**config.mk**
```make
export PLATFORM = sky130hd
export DESIGN_NAME = rsa_stream_ctrl
export DESIGN_NICKNAME = d
export VERILOG_FILES = /design/src/rtl/rsa_stream_ctrl_pkg.sv /design/src/rtl/rsa_stream_ctrl.sv
export SDC_FILE = /design/constraint.sdc
export NUM_CORES = 1
export LEC_CHECK = 0
export ABC_AREA = 0
export BUFFER_PORTS_ARGS = -buffer_cell sky130_fd_sc_hd__buf_2
export CORE_MARGIN = 4
export CORE_UTILIZATION = 30
export DETAILED_ROUTE_END_ITERATION = 12
export PLACE_DENSITY = 0.51
export REMOVE_ABC_BUFFERS = 1
export SYNTH_ARGS = -nofsm -noshare
export SYNTH_HDL_FRONTEND = slang
export SYNTH_SLANG_ARGS = --single-unit
```
**constraint.sdc**
```tcl
create_clock -name clk -period 2.2 [get_ports clk]
set_input_delay 0.44 -clock clk [delete_from_list [all_inputs] [get_ports clk]]
set_output_delay 0.44 -clock clk [all_outputs]
set_load 0.1 [all_outputs]
```
**src/rtl/rsa_stream_ctrl_pkg.sv**
```systemverilog
// rsa_stream_ctrl_pkg: shared widths, FSM encoding and error result for the RSA stream controller
package rsa_stream_ctrl_pkg;
  localparam int DEF_WIDTH  = 32;
  localparam int DEF_TAG_W  = 8;
  localparam int ERR_RESULT = 0;
  typedef enum logic [2:0] {
    ST_DRAIN  = 3'd0,
    ST_NOKEY  = 3'd1,
    ST_READY  = 3'd2,
    ST_LAUNCH = 3'd3,
    ST_SETTLE = 3'd4,
    ST_WAIT   = 3'd5,
    ST_OUT    = 3'd6
  } state_t;
endpackage

```
**src/rtl/rsa_stream_ctrl.sv**
```systemverilog
// rsa_stream_ctrl: holds an RSA key and feeds message words one at a time to a modexp core
module rsa_stream_ctrl
  import rsa_stream_ctrl_pkg::*;
#(
  parameter int WIDTH = DEF_WIDTH,
  parameter int TAG_W = DEF_TAG_W
) (
  input  logic             clk,
  input  logic             rst,
  input  logic             key_load,
  input  logic [WIDTH-1:0] key_exp,
  input  logic [WIDTH-1:0] key_mod,
  output logic             key_ready,
  output logic             key_err,
  input  logic             in_valid,
  input  logic [WIDTH-1:0] in_data,
  output logic             in_ready,
  output logic             out_valid,
  input  logic             out_ready,
  output logic [WIDTH-1:0] out_data,
  output logic [TAG_W-1:0] out_tag,
  output logic             out_err,
  output logic [WIDTH-1:0] me_base,
  output logic [WIDTH-1:0] me_exponent,
  output logic [WIDTH-1:0] me_modulo,
  output logic             me_valid,
  input  logic             me_ready,
  input  logic [WIDTH-1:0] me_result
);
  state_t state, state_nx;
  logic key_ok, idle, accept, key_good, word_bad;
  logic [WIDTH-1:0] base_r, exp_r, mod_r;
  logic [TAG_W-1:0] tag_cnt;
  assign me_base     = base_r;
  assign me_exponent = exp_r;
  assign me_modulo   = mod_r;
  assign out_tag     = tag_cnt;
  always_comb begin
    idle      = state == ST_NOKEY || state == ST_READY;
    key_ready = idle;
    in_ready  = idle && !key_load;
    accept    = in_ready && in_valid;
    key_good  = key_mod >= WIDTH'(2);
    word_bad  = !key_ok || in_data >= mod_r;
    me_valid  = state == ST_LAUNCH;
    out_valid = state == ST_OUT;
    state_nx  = state;
    case (state)
      ST_DRAIN:           state_nx = me_ready ? (key_ok ? ST_READY : ST_NOKEY) : ST_DRAIN;
      ST_NOKEY, ST_READY: state_nx = key_load ? (key_good ? ST_READY : ST_NOKEY)
                                   : accept ? (word_bad ? ST_OUT : ST_LAUNCH) : state;
      ST_LAUNCH:          state_nx = ST_SETTLE;
      // the core still shows its old ready here, so it is not trusted until WAIT
      ST_SETTLE:          state_nx = ST_WAIT;
      ST_WAIT:            state_nx = me_ready ? ST_OUT : ST_WAIT;
      ST_OUT:             state_nx = out_ready ? (key_ok ? ST_READY : ST_NOKEY) : ST_OUT;
      default:            state_nx = ST_DRAIN;
    endcase
  end
  always_ff @(posedge clk) begin
    if (rst) begin
      state    <= ST_DRAIN;
      key_ok   <= 1'b0;
      key_err  <= 1'b0;
      exp_r    <= '0;
      mod_r    <= '0;
      base_r   <= '0;
      tag_cnt  <= '0;
      out_data <= '0;
      out_err  <= 1'b0;
    end else begin
      state <= state_nx;
      if (idle && key_load) begin
        key_ok  <= key_good;
        key_err <= !key_good;
        if (key_good) begin
          exp_r <= key_exp;
          mod_r <= key_mod;
        end
      end
      if (accept) begin
        base_r   <= in_data;
        out_data <= WIDTH'(ERR_RESULT);
        out_err  <= word_bad;
      end
      if (state == ST_WAIT && me_ready) begin
        out_data <= me_result;
        out_err  <= 1'b0;
      end
      if (state == ST_OUT && out_ready) tag_cnt <= tag_cnt + TAG_W'(1);
    end
  end
endmodule

```
==> qor.csv <==
stage,metric,value,unit
critical_path,r2r_cells,7,
floorplanning,io_pins,276,
finish,final.fill_count,2160,
route,drc_errors,0,
grt,antenna_found_initial,0,
clock_tree,cts_root_buffer,clkbuf_16,
grt,grt_pass1_wl,30620,um
critical_path,required,2.54,ns
grt,overflow,0,
yosys,syn_area,0.006151,mm^2
timing,finalSetupViolations,0,
floorplanning,fp.dieH,151.2,um
timing,fin_ws,0.1088,ns
timing,final.period_utilization,0.9506,
yosys,synth_top_area_frac,0.4622,
route,first_iter_violations,198,
critical_path,r2r_start,me_modulo[1]$_SDFFE_PP0P_,
timing,finalMaxSlewViolations,0,
yosys,async_flop_share,0,
critical_path,crit_type,reg -> reg,
critical_path,crit_path_max_fanout,3,
yosys,synth_cell_types,46,
yosys,synth_area_leaders,"dfxtp_1, nand2_1, a21oi_1",
timing,final.setup.tns,0,ns
route,via_count,6081,
clock_tree,numCtsBuffers,17,
route,ant_nets,0,
route,wl_per_cell,15.03,um
clock_tree,clock_latency,0.41,ns
yosys,synth-seq-area-share,0.4622,
finish,areaGrowthSynthToFinish,38.55,%
yosys,synth_top_cells_by_count,"nand2_1, a21oi_1, dfxtp_1",
finish,instances_no_fill,1326,
timing,worstMarginPinSlew,0.5951,ns
critical_path,reg2reg_to,state[0]$_SDFFE_PP0P_,
floorplanning,dieWidth,151.2,um
finish,nNetsFinal,1210,
yosys,synth_flop_cell,dfxtp_1,
clock_tree,tritoncts,built,
yosys,ys_warn_count,0,
clock_tree,h-tree-depth,4,
yosys,synth_simple_gate_area_frac,0.2295,
floorplanning,rows,52,
yosys,synth-compound-area-share,0.1528,
yosys,synth_fa_ha_area_frac,0.06713,
floorplanning,core,0.02017,mm^2
power_and_ir_drop,total_power,11150,uW
yosys,synth_top_family_by_area,simple AND/OR/NAND/NOR gates,
place,dp_hpwl,14830,um
place,place_ws,-0.1551,ns
route,wirelength,19930,um
status,status,"finished, final reports clean",
clock_tree,path_clk_slew,0.06,ns
yosys,yosysTopAreaCell,dfxtp_1,
finish,drive_gt1_frac,0.3346,
timing,max_freq,478.2,MHz
critical_path,worstPathArrival,2.43,ns
power_and_ir_drop,ir_worst_vdd,0.7411,mV
grt,grt_pass1_vias,5698,
yosys,synth-edff-count,0,
critical_path,cp-endpoint,state[0]$_SDFFE_PP0P_,
route,firstDrtPassIters,4,
yosys,synth-seq-cells,142,
grt,grt_usage,0.1702,
floorplanning,start_util,0.3050,
critical_path,startpoint_type,register,
timing,clock_skew,0.007343,ns
yosys,synth.area.mux_share,0.001627,
place,gp_congestion,0.7956,
place,placedCellCount,1293,
power_and_ir_drop,power.density,1308,mW/mm^2
floorplanning,design.die.area,0.02286,mm^2
critical_path,startpoint,me_modulo[1]$_SDFFE_PP0P_,
timing,slew_headroom,0.5981,
worst_hold_path,holdCritPathClass,in -> reg,
clock_tree,cts.sinks,142,
critical_path,cp-end-kind,register,
yosys,syn_inst,771,
critical_path,rrSetupSlack,0.11,ns
timing,final_hold_viol_count,0,
yosys,synth_most_common_cell,nand2_1,
grt,grt_max_degree,65,
run,drv_cap,0,
place,port_buffers,275,
route,via_per_inst,4.586,
power_and_ir_drop,p_leak,0.003697,uW
clock_tree,cts_max_path_buffers,2,
timing,period_needed,2.091,ns
yosys,synth.avg_cell_area,7.978,um^2
yosys,synthXorXnorAreaFrac,0.01444,
timing,grt_setup_unrepaired,no,
[state kept, by name (all words and copies together), names as in the netlist]
register,flops
key_err,1
key_ok,1
me_base,32
me_exponent,32
me_modulo,32
out_data,32
out_err,1
out_tag,8
state,3
[power breakdown]
| part | switching [uW] | internal (uW) | leakage [uW] |
|---|---|---|---|
| Sequential | 252 | 2940 | 0.00115 |
| Clock | 1160 | 1680 | 0.000266 |
| Combinational | 4000 | 1120 | 0.00228 |
| Total | 5410 | 5730 | 0.00370 |
[through the flow]
step	utilization	hold slack (ns)	instance area (um^2)
5_1_grt	0.4224	0.2397	8519
3_5_place_dp	0.3908	0.4437	7881
4_1_cts	0.4191	0.2352	8453
3_3_place_gp	0.3908	0.4391	7881
6_report	0.4225	0.2545	8522
2_1_floorplan	-	0.4984	5844
[worst min-delay path by stage]
stage,start,endpoint,slack (ns),cells after the start
after floorplan,key_ok$_SDFFE_PP0P_,key_ok$_SDFFE_PP0P_,0.50,2
after global routing,key_mod[0],me_modulo[0]$_SDFFE_PP0P_,0.24,3
after detailed placement,me_base[27]$_SDFFE_PP0P_,me_base[27]$_SDFFE_PP0P_,0.44,2
final,key_mod[0],me_modulo[0]$_SDFFE_PP0P_,0.25,3
after CTS,key_exp[15],me_exponent[15]$_SDFFE_PP0P_,0.24,3
after global placement,me_exponent[14]$_SDFFE_PP0P_,me_exponent[14]$_SDFFE_PP0P_,0.44,2
[final cells by class]
class / count / area, um^2 / area share
antenna: 1 / 2.502 / 0.0002936
sequential: 142 / 2849 / 0.3343
timing repair buffer: 303 / 1712 / 0.2009
inverter: 37 / 138.9 / 0.01630
clock buffer: 19 / 432.9 / 0.05080
tap: 270 / 337.8 / 0.03964
multi-input combinational: 542 / 2910 / 0.3415
clock inverter: 12 / 138.9 / 0.01630
[placed cells by master (no fill, tap or decap), types with 2 or more instances in the layout]
| cell type | n |
|---|---|
| bufinv_16 | 2 |
| a221oi_1 | 2 |
| a22oi_1 | 2 |
| nor4_1 | 9 |
| inv_1 | 37 |
| a21o_1 | 2 |
| a2111oi_4 | 2 |
| xnor2_1 | 2 |
| nand4_1 | 11 |
| inv_6 | 3 |
| xor2_1 | 5 |
| clkinvlp_4 | 4 |
| clkbuf_4 | 3 |
| ha_1 | 31 |
| nand2_2 | 2 |
| dfxtp_2 | 5 |
| and2_1 | 2 |
| nor3_1 | 4 |
| clkinv_4 | 2 |
| buf_12 | 9 |
| a21oi_1 | 145 |
| nand2_1 | 235 |
| clkbuf_16 | 17 |
| and3_1 | 3 |
| nor2_1 | 14 |
| buf_4 | 21 |
| clkbuf_1 | 2 |
| ha_4 | 2 |
| o21ai_0 | 8 |
| buf_2 | 270 |
| nand3_1 | 40 |
| dfxtp_1 | 137 |
[critical path: stages (launching register included)]
cell,delay (ns)
dfxtp_2,0.32
inv_1,0.11
ha_4,0.22
a2111oi_4,0.40
a2111oi_4,0.07
o41a_1,0.46
o31a_1,0.34
o21ai_2,0.10
[per-layer routing]
layer / share of wire / GRT usage / wire, um / vias to the layer above
li1: - / - / - / 3123
met4: 0.0092 / 0.03989 / 184 / 0
met5: 0 / 0 / 0 / -
met1: 0.44 / 0.2193 / 8783 / 2777
met3: 0.081 / 0.06553 / 1610 / 11
met2: 0.47 / 0.2696 / 9349 / 170
[cell families (layout without fill, tap and decap cells)]
| kind of cell | after synthesis | after routing |
|---|---|---|
| AO/OA/AOI/OAI | 171 | 171 |
| XOR/XNOR | 8 | 8 |
| adder cells (fa/ha/maj) | 33 | 33 |
| buffers and inverters | 87 | 371 |
| flip-flops | 142 | 142 |
| multiplexers | 1 | 1 |
| other | 0 | 1 |
| AND/OR/NAND/NOR | 329 | 329 |
[what timing repair did]
item / CTS / global route
setup buffers: 0 / 1
hold buffers: 0 / 0
resized for setup: 0 / 15
endpoints found under the setup margin: 0 / 6
No activity file was read; power rests on OpenSTA's default activity.
